## config.mk

```make
export PLATFORM = sky130hd
export DESIGN_NAME = secure_uart_framer_flat
export DESIGN_NICKNAME = d
export VERILOG_FILES = /design/src/rtl/secure_uart_framer_pkg.sv /design/src/rtl/secure_uart_framer_if.sv /design/src/rtl/secure_uart_framer_byte_sel.sv /design/src/rtl/secure_uart_framer.sv /design/src/flat_wrapper.sv
export SDC_FILE = /design/constraint.sdc
export NUM_CORES = 1
export LEC_CHECK = 0
export ABC_AREA = 1
export CAP_MARGIN = 20
export CORE_AREA = 2 2 75 130
export DETAILED_ROUTE_END_ITERATION = 16
export DIE_AREA = 0 0 77 132
export PLACE_DENSITY_LB_ADDON = 0.2
export REMOVE_ABC_BUFFERS = 1
export SLEW_MARGIN = 30
export SYNTH_ARGS = -nofsm -noshare
export SYNTH_HDL_FRONTEND = slang
export SYNTH_SLANG_ARGS = --single-unit
```

## constraint.sdc

```tcl
create_clock -name clk -period 2.56 [get_ports clk]
set_clock_uncertainty 0.15 [all_clocks]
set_input_delay 0.512 -clock clk [delete_from_list [all_inputs] [get_ports clk]]
set_output_delay 0.512 -clock clk [all_outputs]
set_load 0.01 [all_outputs]
```

## src/rtl/secure_uart_framer_pkg.sv

```systemverilog
// secure_uart_framer_pkg: shared sync default, FSM state type and frame length helper
package secure_uart_framer_pkg;
    localparam logic [7:0] SYNC_DEFAULT = 8'h7E;
    typedef enum logic [1:0] {IDLE = 2'd0, SEND = 2'd1, GUARD = 2'd2, WAIT = 2'd3} state_t;
    function automatic int frame_len(input int payload_bytes);
        return payload_bytes + 3;
    endfunction
endpackage

```

## src/rtl/secure_uart_framer_if.sv

```systemverilog
// secure_uart_framer_if: sample strobe in (in_valid/in_ready/payload/checksum), UART byte out (tx_data/tx_start/tx_busy), status (frame_done/seq_num/drop_cnt)
interface secure_uart_framer_if #(parameter int PAYLOAD_BYTES = 2, parameter int DROP_CNT_W = 8);
    logic                       in_valid;
    logic                       in_ready;
    logic [8*PAYLOAD_BYTES-1:0] payload;
    logic [7:0]                 checksum;
    logic [7:0]                 tx_data;
    logic                       tx_start;
    logic                       tx_busy;
    logic                       frame_done;
    logic [7:0]                 seq_num;
    logic [DROP_CNT_W-1:0]      drop_cnt;
    modport master (output in_valid, payload, checksum, tx_busy,
                    input in_ready, tx_data, tx_start, frame_done, seq_num, drop_cnt);
    modport slave  (input in_valid, payload, checksum, tx_busy,
                    output in_ready, tx_data, tx_start, frame_done, seq_num, drop_cnt);
endinterface

```

## src/rtl/secure_uart_framer_byte_sel.sv

```systemverilog
// frame_byte_sel: byte index (in idx) -> frame byte (out byte_out) from seq/payload/checksum, FCS = xor of seq, payload bytes, checksum
module frame_byte_sel import secure_uart_framer_pkg::*; #(
    parameter int         PAYLOAD_BYTES = 2,
    parameter logic [7:0] SYNC_BYTE     = SYNC_DEFAULT
) (
    input  logic [3:0]                 idx,
    input  logic [7:0]                 seq,
    input  logic [8*PAYLOAD_BYTES-1:0] payload,
    input  logic [7:0]                 checksum,
    output logic [7:0]                 byte_out
);
    logic [7:0]   fcs;
    logic [127:0] frame;
    always_comb begin
        fcs = seq ^ checksum;
        for (int i = 0; i < PAYLOAD_BYTES; i++) fcs = fcs ^ payload[8*i +: 8];
        frame = '0;
        frame[7:0] = SYNC_BYTE;
        frame[15:8] = seq;
        frame[16 +: 8*PAYLOAD_BYTES] = payload;
        frame[8*(PAYLOAD_BYTES+2) +: 8] = fcs;
        byte_out = frame[{idx, 3'b000} +: 8];
    end
endmodule

```

## src/rtl/secure_uart_framer.sv

```systemverilog
// secure_uart_framer: frames samples (clk, async rst, bus.slave) as SYNC, SEQ, payload LSB first, FCS onto a start/busy UART with a 1-deep pending slot
module secure_uart_framer import secure_uart_framer_pkg::*; #(
    parameter int         PAYLOAD_BYTES = 2,
    parameter logic [7:0] SYNC_BYTE     = SYNC_DEFAULT,
    parameter int         DROP_CNT_W    = 8
) (
    input logic                 clk,
    input logic                 rst,
    secure_uart_framer_if.slave bus
);
    localparam logic [3:0] LAST_IDX = 4'(frame_len(PAYLOAD_BYTES) - 1);
    localparam int         PW       = 8 * PAYLOAD_BYTES;
    state_t        state;
    logic [3:0]    byte_idx;
    logic [PW-1:0] act_payload, pend_payload;
    logic [7:0]    act_chk, pend_chk, cur_byte;
    logic          pend_valid, accept, done_now;
    assign bus.in_ready = !pend_valid;
    assign accept       = bus.in_valid && !pend_valid;
    assign done_now     = state == WAIT && !bus.tx_busy && byte_idx == LAST_IDX;
    frame_byte_sel #(.PAYLOAD_BYTES(PAYLOAD_BYTES), .SYNC_BYTE(SYNC_BYTE)) u_sel (
        .idx(byte_idx), .seq(bus.seq_num), .payload(act_payload), .checksum(act_chk), .byte_out(cur_byte)
    );
    always_ff @(posedge clk or posedge rst) begin
        if (rst) begin
            state          <= IDLE;
            byte_idx       <= '0;
            act_payload    <= '0;
            act_chk        <= '0;
            pend_payload   <= '0;
            pend_chk       <= '0;
            pend_valid     <= 1'b0;
            bus.tx_data    <= '0;
            bus.tx_start   <= 1'b0;
            bus.frame_done <= 1'b0;
            bus.seq_num    <= '0;
            bus.drop_cnt   <= '0;
        end else begin
            bus.tx_start   <= 1'b0;
            bus.frame_done <= 1'b0;
            if (bus.in_valid && pend_valid && !(&bus.drop_cnt)) bus.drop_cnt <= bus.drop_cnt + DROP_CNT_W'(1);
            // a sample arriving while a frame is in flight parks in PENDING, unless the frame ends this very edge
            if (accept && state != IDLE && !done_now) begin
                pend_payload <= bus.payload;
                pend_chk     <= bus.checksum;
                pend_valid   <= 1'b1;
            end
            case (state)
                IDLE: if (accept) begin
                    act_payload <= bus.payload;
                    act_chk     <= bus.checksum;
                    byte_idx    <= '0;
                    state       <= SEND;
                end
                SEND: if (!bus.tx_busy) begin
                    bus.tx_data  <= cur_byte;
                    bus.tx_start <= 1'b1;
                    state        <= GUARD;
                end
                GUARD: state <= WAIT;
                WAIT: if (!bus.tx_busy) begin
                    if (byte_idx == LAST_IDX) begin
                        bus.frame_done <= 1'b1;
                        bus.seq_num    <= bus.seq_num + 8'd1;
                        byte_idx       <= '0;
                        state          <= (pend_valid || accept) ? SEND : IDLE;
                        act_payload    <= pend_valid ? pend_payload : bus.payload;
                        act_chk        <= pend_valid ? pend_chk : bus.checksum;
                        pend_valid     <= 1'b0;
                    end else begin
                        byte_idx <= byte_idx + 4'd1;
                        state    <= SEND;
                    end
                end
            endcase
        end
    end
endmodule
```

## src/flat_wrapper.sv

```systemverilog
// flat-port wrapper written by rule: the top's interface ports become plain ports
module secure_uart_framer_flat import secure_uart_framer_pkg::*;
#(
    parameter int         PAYLOAD_BYTES = 2,
    parameter logic [7:0] SYNC_BYTE     = SYNC_DEFAULT,
    parameter int         DROP_CNT_W    = 8
)
  (clk, rst, bus_in_valid, bus_payload, bus_checksum, bus_tx_busy, bus_in_ready, bus_tx_data, bus_tx_start, bus_frame_done, bus_seq_num, bus_drop_cnt);
  secure_uart_framer_if #(.PAYLOAD_BYTES(PAYLOAD_BYTES), .DROP_CNT_W(DROP_CNT_W)) bus_i ();
  input logic clk;
  input logic rst;
  input wire logic [$bits(bus_i.in_valid)-1:0] bus_in_valid;
  input wire logic [$bits(bus_i.payload)-1:0] bus_payload;
  input wire logic [$bits(bus_i.checksum)-1:0] bus_checksum;
  input wire logic [$bits(bus_i.tx_busy)-1:0] bus_tx_busy;
  output wire logic [$bits(bus_i.in_ready)-1:0] bus_in_ready;
  output wire logic [$bits(bus_i.tx_data)-1:0] bus_tx_data;
  output wire logic [$bits(bus_i.tx_start)-1:0] bus_tx_start;
  output wire logic [$bits(bus_i.frame_done)-1:0] bus_frame_done;
  output wire logic [$bits(bus_i.seq_num)-1:0] bus_seq_num;
  output wire logic [$bits(bus_i.drop_cnt)-1:0] bus_drop_cnt;
  assign bus_i.in_valid = bus_in_valid;
  assign bus_i.payload = bus_payload;
  assign bus_i.checksum = bus_checksum;
  assign bus_i.tx_busy = bus_tx_busy;
  assign bus_in_ready = bus_i.in_ready;
  assign bus_tx_data = bus_i.tx_data;
  assign bus_tx_start = bus_i.tx_start;
  assign bus_frame_done = bus_i.frame_done;
  assign bus_seq_num = bus_i.seq_num;
  assign bus_drop_cnt = bus_i.drop_cnt;
  secure_uart_framer #(.PAYLOAD_BYTES(PAYLOAD_BYTES), .SYNC_BYTE(SYNC_BYTE), .DROP_CNT_W(DROP_CNT_W)) u_core (.clk(clk), .rst(rst), .bus(bus_i));
endmodule
```

==> flow_metrics.py <==
metrics = {
    "cells_and_area": {
        "register_area_sq_um": 2027,
        "drive_gt1_share_pct": 4.665,
        "multi_input_area_sq_um": 2221,
        "antennaDiodeCount": 0,
        "final_util_pct": 60.91,
        "final_nets": 718,
        "fin_area_sq_um": 5539,
        "final_cells": 806,
        "num-fill-cells": 887,
        "area_growth_pct": 21.69,
    },
    "route": {
        "first_pass_iters": 4,
        "wl_per_cell_um": 13.34,
        "ant_nets": 0,
        "routed_wl_mm": 10.76,
        "drt_iter0_drc": 297,
        "drc": 0,
        "via_per_inst": 5.127,
        "vias": 4132,
    },
    "placed_design": {
        "hpwl_mm": 7.284,
        "dp_slack_ps": 194.4,
        "gp_congestion": 0.8096,
        "portBuffers": 54,
        "dp.cells": 791,
        "placed_cell_area_sq_um": 5243,
    },
    "sta": {
        "timing.final.max_slew_violations": 0,
        "setup_tns_ps": 0,
        "setup_violations": 0,
        "hold_viol": 0,
        "period_needed_ps": 2164,
        "max_freq_ghz": 0.4622,
        "grt_setup_unrepaired": "no",
        "slew-limit-headroom_pct": 52.18,
        "min_period_over_period_pct": 84.51,
        "tightest_slew_ps": 714.6,
        "fin_ws_ps": 396.5,
    },
    "yosys": {
        "syn_area_per_cell_sq_um": 7.248,
        "yosysSeqAreaShare_pct": 44.53,
        "yosysUniqueCellTypes": 25,
        "synth.most_common_cell": "nand2_1",
        "synth_top_cell_by_area": "dfrtp_1",
        "yosys_warnings": 0,
        "synth-edff-count": 0,
        "synth_ff_type": "dfrtp_1",
        "syn_area_sq_um": 4552,
        "yosysTopAreaCellShare_pct": 44.53,
        "synth_cells": 628,
        "synthTopCellsByCount": "nand2_1, dfrtp_1, inv_1, nand3_1, o21ai_0",
        "async_flop_share_pct": 100.0,
        "ys_seq_elements": 81,
        "synth_area_leaders": "dfrtp_1, nand2_1, nand3_1, mux2i_1, inv_1",
    },
    "setup_path": {
        "reg2reg_slack_ps": 400,
        "endpoint_kind": "flop",
        "worstPathRequired_ps": 2630,
        "crit_slowest_cell": "dfrtp_1",
        "crit_chain": "ha_1 > inv_2 > nor3_4 > inv_2 > nand2_4 > nand2_1 > nand2_1",
        "startpoint_type": "flop",
        "path_class": "reg -> reg",
        "critPathMaxStageDelay_ps": 420,
        "timing.rr.start": "u_core.state[0]$_DFFE_PP0P_",
        "arrival_ps": 2240,
        "r2r_cells": 7,
        "cp_num_buf_inv": 2,
        "rr_endpoint": "u_core.pend_payload[12]$_DFFE_PP0P_",
        "path_max_fanout": 26,
        "cpLargestDelayFamily": "simple AND/OR/NAND/NOR gates",
    },
    "cts": {
        "clock_path_buffers": 2,
        "cts_tree": "done",
        "clk_latency_ps": 340,
        "cts.sinks": 81,
        "cts_setup_buffers": 0,
        "cts_made_buffers": 9,
        "cts_resized": 0,
        "clkTransAtPathRegs_ps": 60,
        "ctsHoldBuffers": 0,
        "h-tree-depth": 3,
        "root_buffer": "clkbuf_16",
    },
    "global_routing": {
        "grt_pass1_vias": 4115,
        "grt_max_degree": 82,
        "grt_antenna_before_repair": 0,
        "track_usage_pct": 23.05,
        "grt_pass1_wl_mm": 18.88,
        "gr-total-overflow": 0,
    },
    "floorplanning": {
        "dieArea_sq_um": 10160,
        "die_w_um": 77,
        "rows": 46,
        "start_util_pct": 50.06,
        "die_h_um": 132,
        "core_sq_um": 9094,
        "io_pins": 55,
    },
    "worst_hold_path": {
        "min_to": "u_core.pend_chk[5]$_DFFE_PP0P_",
        "worstHoldStart": "u_core.pend_chk[5]$_DFFE_PP0P_",
        "hold_class": "reg -> reg",
        "whs_path_depth": 2,
    },
    "status": {
        "status": "completed",
    },
    "run": {
        "drv_cap": 0,
    },
    "power_and_ir_drop": {
        "peakVddDrop_uv": 705.0,
        "p_per_area_nw_per_um2": 1156,
        "p_leak_nw": 2.963,
    },
}
==> worst reg2reg max path, stage by stage (launching register included) <==
cell and delay [ps]:
dfrtp_1 420, ha_1 350, inv_2 130, nor3_4 50
inv_2 410, nand2_4 320, nand2_1 150, nand2_1 70
==> state kept, by name, indices dropped and copies added, names as in the netlist, 2 cells and up <==
signal / flops
u_core.act_chk: 8
u_core.bus.seq_num: 8
u_core.byte_idx: 4
u_core.state: 2
u_core.act_payload: 16
u_core.pend_chk: 8
u_core.pend_payload: 16
u_core.bus.tx_data: 8
u_core.bus.drop_cnt: 8
==> cells by family after synthesis <==
family                   synth area share (%)
AND/OR/NAND/NOR                         33.92
adder cells (fa/ha/maj)                 2.199
XOR/XNOR                                2.116
AO/OA/AOI/OAI                           5.278
buffers and inverters                   6.679
flip-flops                              44.53
multiplexers                            5.278
==> per-layer routing <==
metal	wire [um]	vias up	share of wire [%]	GRT usage, %
met5	0	-	0	0
met4	245	0	2.3	9.623
met3	421	16	3.9	4.041
met2	5789	80	54	41.91
met1	4298	1961	40	26.29
li1	-	2075	-	-
==> through the flow <==
stage | power (mW) | hold WS [ps]
finish | 6.403 | 320.9
global route | 7.007 | 340.3
CTS | 6.457 | 322.2
detailed placement | 5.145 | 307.6
global placement | 5.036 | 302.4
floorplan | 4.151 | 291.2
==> cells in the final DEF (no fill, tap or decap), drive strengths merged, types with 11 or more instances in the layout <==
cell type and n:
clkbuf 12, clkdlybuf4s50 54, dfrtp 81, inv 55, mux2i 24, nand2 306
nand3 53, nor2 11, o21ai 39
==> cell type report <==
class                   count  area share, %
clock buffers              12          4.631
clock inverters             3         0.7228
inverters                  56          3.817
multi-input cells         471          40.09
flip-flops and latches     81          36.59
well taps                 120          2.711
repair buffers             63          11.43
==> report_power, final <==
| group | total, mW | switching [mW] | internal [mW] |
|---|---|---|---|
| sequential | 2.31 | 0.479 | 1.84 |
| clock | 1.30 | 0.496 | 0.800 |
| combinational | 2.79 | 1.61 | 1.18 |
| total | 6.40 | 2.59 | 3.82 |
==> how the worst max path moves through the flow <==
stage | start | end | slack (ps) | depth (start not counted)
after floorplan | rst | u_core.act_chk[0]$_DFFE_PP0P_ | -180 | 1
after global placement | bus_tx_busy | u_core.pend_payload[11]$_DFFE_PP0P_ | 240 | 6
after detailed placement | bus_tx_busy | u_core.pend_payload[4]$_DFFE_PP0P_ | 190 | 6
after CTS | u_core.state[0]$_DFFE_PP0P_ | u_core.pend_chk[0]$_DFFE_PP0P_ | 380 | 7
after global routing | u_core.state[0]$_DFFE_PP0P_ | u_core.pend_payload[11]$_DFFE_PP0P_ | 220 | 7
final | u_core.state[0]$_DFFE_PP0P_ | u_core.pend_payload[12]$_DFFE_PP0P_ | 400 | 7
Note: power is estimated with default switching activity, not from simulation.
